`src/rtl/link_control.sv`:
```
// link_control: game-step sequencer for the Link character datapath.
//
// Walks init -> map redraw -> sprite draw -> idle -> latch input -> collision
// wait -> apply move -> redraw, once every MOVE_DIV frame ticks. The state
// strobes are registered Moore decodes of the next state, so each strobe is
// high in exactly the cycles the FSM spends in its state. The raw buttons are
// priority-encoded into a 3-bit action code when the step is latched.
//
// Optional feature macro: CTRL_WATCHDOG_EN
//   defined   : a cycle counter bounds the time spent in map/sprite draw; on
//               expiry wdog_err is set (sticky) and the FSM falls back to idle.
//   undefined : draw states wait indefinitely; wdog_err is tied low.
//
// Ports
//   clock         in   system clock
//   resetn        in   asynchronous active-low reset
//   frame_tick    in   one-cycle pulse per video frame
//   keys[4:0]     in   {attack, up, down, left, right}, active high
//   collision[1:0]in   non-zero: the requested move is blocked
//   map_done      in   map redraw complete pulse
//   draw_done     in   sprite draw complete
//   init          out  one-cycle strobe after reset / recovery
//   idle          out  waiting for the next game step
//   reg_action    out  action latched this cycle
//   apply_action  out  link_char applies the action this cycle
//   draw_map      out  map redraw in progress
//   draw_char     out  sprite draw in progress
//   user_input    out  000 none, 001 attack, 010 up, 011 down, 100 left, 101 right
//   frame_overrun out  sticky: a frame tick arrived outside idle
//   wdog_err      out  sticky: draw watchdog expired
module link_control #(
    parameter int unsigned MOVE_DIV    = 2,
    parameter int unsigned WDOG_CYCLES = 65535
) (
    input  logic       clock,
    input  logic       resetn,
    input  logic       frame_tick,
    input  logic [4:0] keys,
    input  logic [1:0] collision,
    input  logic       map_done,
    input  logic       draw_done,
    output logic       init,
    output logic       idle,
    output logic       reg_action,
    output logic       apply_action,
    output logic       draw_map,
    output logic       draw_char,
    output logic [2:0] user_input,
    output logic       frame_overrun,
    output logic       wdog_err
);

    localparam int unsigned FCW = $clog2(MOVE_DIV) + 1;
    localparam logic [FCW-1:0] FRAME_LAST = FCW'(MOVE_DIV - 1);

    typedef enum logic [2:0] {
        StInit  = 3'd0,
        StMap   = 3'd1,
        StChar  = 3'd2,
        StIdle  = 3'd3,
        StReg   = 3'd4,
        StColl  = 3'd5,
        StApply = 3'd6
    } state_e;

    state_e         state_q, state_d;
    logic [FCW-1:0] frame_cnt_q, frame_cnt_d;
    logic [2:0]     user_input_q, user_input_d;
    logic           overrun_q, overrun_d;
    logic           init_q, idle_q, reg_q, apply_q, map_q, char_q;
    logic           wdog_trip;

    // Highest-priority pressed key wins: attack > up > down > left > right.
    function automatic logic [2:0] encode_keys(input logic [4:0] k);
        logic [2:0] code;
        code = 3'b000;
        if (k[4])      code = 3'b001;
        else if (k[3]) code = 3'b010;
        else if (k[2]) code = 3'b011;
        else if (k[1]) code = 3'b100;
        else if (k[0]) code = 3'b101;
        return code;
    endfunction

    always_comb begin
        state_d      = state_q;
        frame_cnt_d  = frame_cnt_q;
        user_input_d = user_input_q;
        // Ticks outside idle are dropped from the step count and flagged.
        overrun_d    = overrun_q | (frame_tick && (state_q != StIdle));

        case (state_q)
            // Reset leaves init_q low, so the FSM lingers here one extra cycle
            // to give the init strobe its single high cycle.
            StInit: begin
                if (init_q) state_d = StMap;
            end
            StMap: begin
                if (map_done)       state_d = StChar;
                else if (wdog_trip) state_d = StIdle;
            end
            StChar: begin
                if (draw_done)      state_d = StIdle;
                else if (wdog_trip) state_d = StIdle;
            end
            StIdle: begin
                if (frame_tick) begin
                    if (frame_cnt_q == FRAME_LAST) begin
                        frame_cnt_d = '0;
                        state_d     = StReg;
                    end else begin
                        frame_cnt_d = frame_cnt_q + FCW'(1);
                    end
                end
            end
            StReg: begin
                user_input_d = encode_keys(keys);
                state_d      = StColl;
            end
            StColl: begin
                // Blocked moves are cancelled; attack and none pass through.
                if ((collision != 2'b00) && (user_input_q >= 3'b010) &&
                    (user_input_q <= 3'b101)) begin
                    user_input_d = 3'b000;
                end
                state_d = StApply;
            end
            StApply: begin
                state_d = StMap;
            end
            default: begin
                state_d = StInit;
            end
        endcase
    end

    always_ff @(posedge clock or negedge resetn) begin
        if (!resetn) begin
            state_q      <= StInit;
            frame_cnt_q  <= '0;
            user_input_q <= 3'b000;
            overrun_q    <= 1'b0;
            init_q       <= 1'b0;
            idle_q       <= 1'b0;
            reg_q        <= 1'b0;
            apply_q      <= 1'b0;
            map_q        <= 1'b0;
            char_q       <= 1'b0;
        end else begin
            state_q      <= state_d;
            frame_cnt_q  <= frame_cnt_d;
            user_input_q <= user_input_d;
            overrun_q    <= overrun_d;
            init_q       <= (state_d == StInit);
            idle_q       <= (state_d == StIdle);
            reg_q        <= (state_d == StReg);
            apply_q      <= (state_d == StApply);
            map_q        <= (state_d == StMap);
            char_q       <= (state_d == StChar);
        end
    end

`ifdef CTRL_WATCHDOG_EN
    localparam int unsigned WCW = $clog2(WDOG_CYCLES + 1);
    localparam logic [WCW-1:0] WDOG_LAST = WCW'(WDOG_CYCLES - 1);

    logic [WCW-1:0] wdog_cnt_q, wdog_cnt_d;
    logic           wdog_err_q;
    logic           in_draw;

    assign in_draw = (state_q == StMap) || (state_q == StChar);

    // Counter holds the number of cycles already spent in the current draw
    // state; it restarts from zero on every state change.
    assign wdog_cnt_d = (in_draw && (state_d == state_q)) ? wdog_cnt_q + WCW'(1) : '0;

    assign wdog_trip = in_draw && (wdog_cnt_q == WDOG_LAST) &&
                       !((state_q == StMap) ? map_done : draw_done);

    always_ff @(posedge clock or negedge resetn) begin
        if (!resetn) begin
            wdog_cnt_q <= '0;
            wdog_err_q <= 1'b0;
        end else begin
            wdog_cnt_q <= wdog_cnt_d;
            wdog_err_q <= wdog_err_q | wdog_trip;
        end
    end

    assign wdog_err = wdog_err_q;
`else
    assign wdog_trip = 1'b0;
    // WDOG_CYCLES has no effect in this build; referenced only to keep it live.
    assign wdog_err  = 1'b0 && (WDOG_CYCLES != 0);
`endif

    assign init          = init_q;
    assign idle          = idle_q;
    assign reg_action    = reg_q;
    assign apply_action  = apply_q;
    assign draw_map      = map_q;
    assign draw_char     = char_q;
    assign user_input    = user_input_q;
    assign frame_overrun = overrun_q;

endmodule
```
`config.mk`:
```
export PLATFORM = sky130hd
export DESIGN_NAME = link_control
export DESIGN_NICKNAME = d
export VERILOG_FILES = /design/src/rtl/link_control.sv
export SDC_FILE = /design/constraint.sdc
export NUM_CORES = 1
export LEC_CHECK = 0
export ABC_AREA = 0
export CAP_MARGIN = 20
export CORE_ASPECT_RATIO = 1.1
export CORE_MARGIN = 5
export CORE_UTILIZATION = 46
export CTS_BUF_LIST = sky130_fd_sc_hd__clkbuf_16
export CTS_CLUSTER_SIZE = 40
export DETAILED_ROUTE_END_ITERATION = 8
export PLACE_DENSITY = 0.78
export SLEW_MARGIN = 20
export SYNTH_ARGS = -nofsm -noshare
export SYNTH_HDL_FRONTEND = slang
export SYNTH_SLANG_ARGS = --single-unit
```
`constraint.sdc`:
```
create_clock -name clock -period 3.6 [get_ports clock]
set_input_delay 0.9 -clock clock [delete_from_list [all_inputs] [get_ports clock]]
set_output_delay 0.9 -clock clock [all_outputs]
set_load 0.005 [all_outputs]
```
==> results of run 1 <==
## cell families (layout without fill, tap and decap cells)
kind of cell | count (synthesis) | count (layout)
buffers and inverters | 10 | 30
AND/OR/NAND/NOR | 23 | 23
XOR/XNOR | 2 | 2
multiplexers | 1 | 1
AO/OA/AOI/OAI | 16 | 16
flip-flops | 15 | 15
other | 1 | 1
## per-stage QoR
| stage | utilization [%] | area, µm² | setup WS (ns) | hold WS (ns) | power (mW) |
|---|---|---|---|---|---|
| 2_1_floorplan | - | 688 | 2.16 | 0.451 | 0.442 |
| 3_3_place_gp | 63.6 | 891 | 1.61 | 0.444 | 0.540 |
| 3_5_place_dp | 63.6 | 891 | 1.60 | 0.448 | 0.550 |
| 4_1_cts | 69.2 | 970 | 1.56 | 0.460 | 0.762 |
| 5_1_grt | 69.2 | 970 | 1.51 | 0.496 | 0.811 |
| 6_report | 69.2 | 970 | 1.55 | 0.459 | 0.757 |
## layout make-up
type | instances | area, µm²
fillers | 113 | 432
flip-flops and latches | 15 | 375
multi-input cells | 43 | 267
repair buffers | 21 | 210
clock buffers | 3 | 75.1
well taps | 16 | 20.0
inverters | 5 | 18.8
clock inverters | 1 | 3.75
## worst paths after layout
kind	slack, ns	end	cells after the start	start
max	1.55	user_input[1]	1	user_input[1]
min	0.46	frame_overrun	1	frame_overrun
max reg2reg	2.11	user_input[1]	2	state_q[0]
min reg2reg	0.46	frame_overrun	1	frame_overrun
max in group asynchronous	2.13	user_input[1]	1	resetn
min in group asynchronous	1.05	init	1	resetn
## metal layers
| metal | vias to the layer above | global-route usage [%] |
|---|---|---|
| met5 | - | 0 |
| met4 | 0 | 10.6 |
| met3 | 4 | 4.64 |
| met2 | 21 | 21.9 |
| met1 | 282 | 15.9 |
| li1 | 275 | - |
## worst reg2reg max path, delay by kind of cell (launching register included)
kind | cells | cell delay (ns)
AO/OA/AOI/OAI | 1 | 0.34
AND/OR/NAND/NOR | 1 | 0.52
flip-flops | 1 | 0.51
## cell usage in the layout (no fill, tap or decap)
| cell | synthesis | routed |
|---|---|---|
| clkdlybuf4s50_1 | 0 | 21 |
| dfrtp_1 | 15 | 15 |
| nand2_1 | 7 | 7 |
| inv_1 | 5 | 6 |
| nor2_1 | 5 | 5 |
| a21oi_1 | 3 | 3 |
| o32ai_1 | 3 | 3 |
| clkbuf_16 | 0 | 3 |
| nand2b_1 | 2 | 2 |
| o22ai_1 | 2 | 2 |
| nand3_1 | 2 | 2 |
| xnor2_1 | 2 | 2 |
| mux2i_1 | 1 | 1 |
| and2b_1 | 1 | 1 |
| o211ai_1 | 1 | 1 |
| o221ai_1 | 1 | 1 |
| and4b_1 | 1 | 1 |
| a21o_1 | 1 | 1 |
| nor4_1 | 1 | 1 |
| a31o_2 | 1 | 1 |
| a211oi_1 | 1 | 1 |
| nor3b_1 | 1 | 1 |
| nand3b_1 | 1 | 1 |
| or3b_1 | 1 | 1 |
| nor3_1 | 1 | 1 |
| a221oi_1 | 1 | 1 |
| o21a_1 | 1 | 1 |
| o21ai_0 | 1 | 1 |
| conb_1 | 1 | 1 |
## report_power, final
| group | switching, mW | total (mW) | internal (mW) |
|---|---|---|---|
| registers | 0.0727 | 0.300 | 0.227 |
| logic | 0.0982 | 0.247 | 0.149 |
| clock network | 0.0625 | 0.209 | 0.147 |
## flip-flops by register name, indices dropped and copies added (netlist names)
| signal | count |
|---|---|
| frame_cnt_q | 2 |
| user_input | 3 |
| frame_overrun | 1 |
| init | 1 |
| reg_action | 1 |
| draw_map | 1 |
| draw_char | 1 |
| apply_action | 1 |
| idle | 1 |
| state_q | 3 |
## Yosys cell counts (all sizes together)
cell type and count:
a211oi 1, a21o 1, a21oi 3, a221oi 1, a31o 1, and2b 1, and4b 1, buf 5
conb 1, dfrtp 15, inv 5, mux2i 1, nand2 7, nand2b 2, nand3 2, nand3b 1
nor2 5, nor3 1, nor3b 1, nor4 1, o211ai 1, o21a 1, o21ai 1, o221ai 1
o22ai 2, o32ai 3, or3b 1, xnor2 2
==> flow_summary_export.csv, run 1 <==
group,metric,value,unit
die,die_w,46.9,µm
clock_tree,cts-resized-gates,0,
logic_synthesis,syn_area_per_cell,10.1,µm²
worst_setup_path,end_kind,"output pin",
logic_synthesis,syn-cell-area,688,µm²
timing,finalHoldViolCount,0,
logic_synthesis,netlist.area_leader.share,54.5,%
clock_tree,cts_root_buf,"clkbuf_16",
logic_synthesis,synth_area_leaders,"dfrtp_1, nand2_1, o32ai_1, buf_2, inv_1",
logic_synthesis,netlist.top_cell.by_area,"dfrtp_1",
clock_tree,hold_buffers,0,
cells_and_area,diodes,0,
logic_synthesis,synthAdderAreaFrac,0,%
worst_setup_path,crit_chain,"clkdlybuf4s50_1",
place,globalplace.congestion,0.814,
logic_synthesis,synth_fp_nets,80,
worst_setup_path,crit_path_start_kind,"register",
status,status,"finished, final reports clean",
die,coreArea,1400,µm²
die,ios,23,
routing,drc,0,
global_routing,grt-ovfl-total,0,
hold_path,hold_path_class,"register to register",
worst_setup_path,cp.arrival,1.15,ns
timing,relSlewSlack,57.2,%
worst_setup_path,path_buf_inv,1,
cells_and_area,synthToLayoutAreaGrowth,40.9,%
logic_synthesis,synth.ff_latch_count,15,
logic_synthesis,synth_top_family_by_area,"simple AND/OR/NAND/NOR gates",
clock_tree,clk_latency,0.24,ns
routing,wl_per_cell,13.5,µm
pwr,p_leak,0.428,nW
routing,via_per_inst,5.60,
die,die-area,2370,µm²
cells_and_area,stdcell_count,104,
worst_setup_path,cp_slowest_cell,"clkdlybuf4s50_1",
worst_setup_path,cp_top_family,"buffers and inverters",
place,portBuffers,21,
pwr,powerDensity,780,nW/µm²
clock_tree,cts_tree,"built",
routing,drt_iter0_drc,7,
timing,finalSetupViolCount,0,
worst_setup_path,cpPeakStageDelay,0.52,ns
timing,worst_slew_pin_slew,0.640,ns
die,die_h,50.6,µm
cells_and_area,nets,101,
global_routing,grt_pass1_vias,574,
die,start_util,49.1,%
routing,vias,582,
routing,drt-total-wl,1400,µm
place,placed_cells,100,
timing,period_needed,2.05,ns
global_routing,grt_start_max_net_pins,16,
clock_tree,ctsHtreeMaxLevel,1,
timing,slew_viol_final,0,
logic_synthesis,synth_mux_area_share,1.45,%
logic_synthesis,synth_cells,68,
run,drv_cap,0,
clock_tree,cts.path.max_buffers,2,
global_routing,grt_pass1_wl,2400,µm
pwr,ir_drop,0.439,mV
global_routing,grtUsageTotal,14.3,%
logic_synthesis,synth-xor-area-share,2.55,%
clock_tree,cts_buffers,3,
die,std_cell_rows,14,
timing,fmax,489,MHz
logic_synthesis,synth_warnings,0,
routing,drtPass1Iterations,4,
routing,dr_wl_met2,643,µm
clock_tree,post_cts_buffers,0,
worst_setup_path,crit_fanout,3,
routing,m1WireLength,601,µm
worst_setup_path,critPathKind,"register to output pin",
logic_synthesis,yosys.area_share.simple,17.5,%
global_routing,antenna_found_initial,0,
routing,ant_nets,0,
routing,dr.max_layer_used,"met4",
cells_and_area,drive_gt1_share,4.55,%
routing,wl_met3,116,µm
worst_setup_path,crit_required,2.70,ns
clock_tree,cts.sinks,15,
clock_tree,path_clk_slew,0.05,ns
timing,skew,0.00122,ns
timing,finalSetupTns,0,ns
timing,grt_setup_unrepaired,"false",
logic_synthesis,synth_compound_area_share,16.7,%
timing,min_period_over_period,56.9,%
logic_synthesis,ys_seq_area_share,54.5,%
logic_synthesis,synth_cell_types,29,
Power figures use the tool's default switching activity.
==> inputs of run 2 (changes only) <==
- CORE_UTILIZATION: 46 -> 39
- PLACE_DENSITY: 0.78 -> 0.71
- clock period: 3.6 -> 1.65 ns (I/O delays scaled with it)
==> flow_summary_export.csv, run 2 (same netlist as run 1, synthesis figures left out) <==
group,metric,value,unit
global_routing,grt_pass1_wl,2490,µm
timing,finalSetupTns,0,ns
worst_setup_path,end_kind,"output pin",
pwr,powerDensity,1690,nW/µm²
pwr,combPwrFrac,37.4,%
timing,period_needed,1.55,ns
place,dpl_cell_area,916,µm²
cells_and_area,synthToLayoutAreaGrowth,44.5,%
worst_setup_path,path_buf_inv,1,
timing,skew,0.00235,ns
timing,fmax,644,MHz
place,portBuffers,21,
pwr,clkPwrFrac,26.8,%
clock_tree,cts-resized-gates,0,
routing,vias,562,
worst_setup_path,critPathKind,"register to output pin",
cells_and_area,diodes,0,
worst_setup_path,crit_end,"user_input[1]",
cells_and_area,final_cell_mix,"clkdlybuf4s50_1, dfrtp_1, nand2_1, inv_1, nor2_1",
die,die-area,2710,µm²
routing,drc,0,
clock_tree,post_cts_buffers,0,
global_routing,grtUsageTotal,12.0,%
worst_setup_path,cp_num_cells,1,
hold_path,hold_path_class,"register to register",
global_routing,grt_pass1_vias,556,
worst_setup_path,cp-startpoint,"user_input[1]",
pwr,p_sw,0.506,mW
timing,finalSetupViolCount,0,
pwr,seqPwrFrac,35.8,%
worst_setup_path,cp.arrival,1.14,ns
global_routing,grt-ovfl-total,0,
worst_setup_path,r2r_slack,0.26,ns
routing,drt-total-wl,1430,µm
cells_and_area,nets,104,
die,start_util,40.0,%
clock_tree,cts_root_buf,"clkbuf_16",
die,std_cell_rows,16,
timing,finalHoldViolCount,0,
cells_and_area,finalInstanceArea,995,µm²
die,die_h,54.1,µm
pwr,p_leak,0.443,nW
place,globalplace.congestion,0.744,
pwr,ir_drop,0.798,mV
clock_tree,hold_buffers,0,
cells_and_area,final_common_cell,"clkdlybuf4s50_1",
clock_tree,clk_latency,0.24,ns
pwr,p_int,1.17,mW
routing,drtPass1Iterations,4,
global_routing,antenna_found_initial,0,
worst_setup_path,crit_required,1.24,ns
routing,drt_iter0_drc,6,
pwr,swShare,30.1,%
clock_tree,path_clk_slew,0.04,ns
clock_tree,ctsHtreeMaxLevel,1,
routing,via_per_inst,5.16,
die,coreArea,1720,µm²
cells_and_area,drive_gt1_share,7.69,%
clock_tree,cts.path.max_buffers,2,
worst_setup_path,cp_top_family,"buffers and inverters",
clock_tree,cts_tree,"built",
timing,grt_setup_unrepaired,"false",
worst_setup_path,rr_worst_depth,3,
place,hpwlAfterDp,1110,µm
clock_tree,cts_buffers,3,
run,drv_cap,0,
worst_setup_path,crit_path_start_kind,"register",
worst_setup_path,r2r-end,"user_input[1]",
die,die_w,50.1,µm
worst_setup_path,crit_chain,"clkdlybuf4s50_1",
worst_setup_path,cpPeakStageDelay,0.52,ns
status,status,"finished, final reports clean",
pwr,power.total,1.68,mW
clock_tree,cts.sinks,15,
worst_setup_path,cp_slowest_cell,"clkdlybuf4s50_1",
cells_and_area,n_fill_cell,154,
routing,ant_nets,0,
worst_setup_path,crit_fanout,3,
timing,slew_viol_final,0,
die,ios,23,
worst_setup_path,regToRegStartpoint,"state_q[1]",
global_routing,grt_start_max_net_pins,16,
timing,min_period_over_period,94.1,%
routing,wl_per_cell,13.2,µm
run 2: cell types whose count changed in the layout (fill, tap and decap cells not counted):
| cell | previous run | this run |
|---|---|---|
| buf_4 | 0 | 3 |
run 2: layout make-up:
| class | count | area (µm²) | area share, % |
|---|---|---|---|
| Sequential cell | 15 | 375 | 37.7 |
| Multi-Input combinational cell | 43 | 267 | 26.8 |
| Timing Repair Buffer | 24 | 233 | 23.4 |
| Clock buffer | 3 | 75.1 | 7.55 |
| Tap cell | 18 | 22.5 | 2.26 |
| Inverter | 5 | 18.8 | 1.89 |
| Clock inverter | 1 | 3.75 | 0.377 |
run 2: power by group through the flow:
| stage | clock (mW) | combinational, mW | sequential, mW |
|---|---|---|---|
| after floorplan | 0 | 0.390 | 0.573 |
| after global placement | 0 | 0.628 | 0.595 |
| after detailed placement | 0 | 0.634 | 0.607 |
| after CTS | 0.462 | 0.636 | 0.601 |
| after global routing | 0.483 | 0.708 | 0.618 |
| final | 0.449 | 0.628 | 0.600 |
run 2: stage by stage:
step	hold slack, ns	std cells	worst slack, ns	util, %
floorplan	0.117	68	0.451	-
CTS	0.464	109	0.0808	57.8
detailed placement	0.451	105	0.0858	53.2
global route	0.514	109	0.0630	57.8
global placement	0.444	105	0.131	53.2
finish	0.463	109	0.0978	57.8
run 2: how the worst min path moves through the flow:
stage                  start            end  slack, ns  depth (start not counted)
2_1_floorplan         resetn   apply_action       0.12                          0
3_3_place_gp   frame_overrun  frame_overrun       0.44                          1
3_5_place_dp   frame_overrun  frame_overrun       0.45                          1
4_1_cts        frame_overrun  frame_overrun       0.46                          1
5_1_grt        frame_overrun  frame_overrun       0.51                          1
6_report       frame_overrun  frame_overrun       0.46                          1
run 2: layer usage:
layer | vias to the layer above | GRT usage, % | wire length, µm
li1 | 285 | - | -
met1 | 258 | 14.0 | 602
met2 | 17 | 19.0 | 700
met3 | 2 | 4.43 | 122
met4 | 0 | 6.55 | 9
met5 | - | 0 | 0
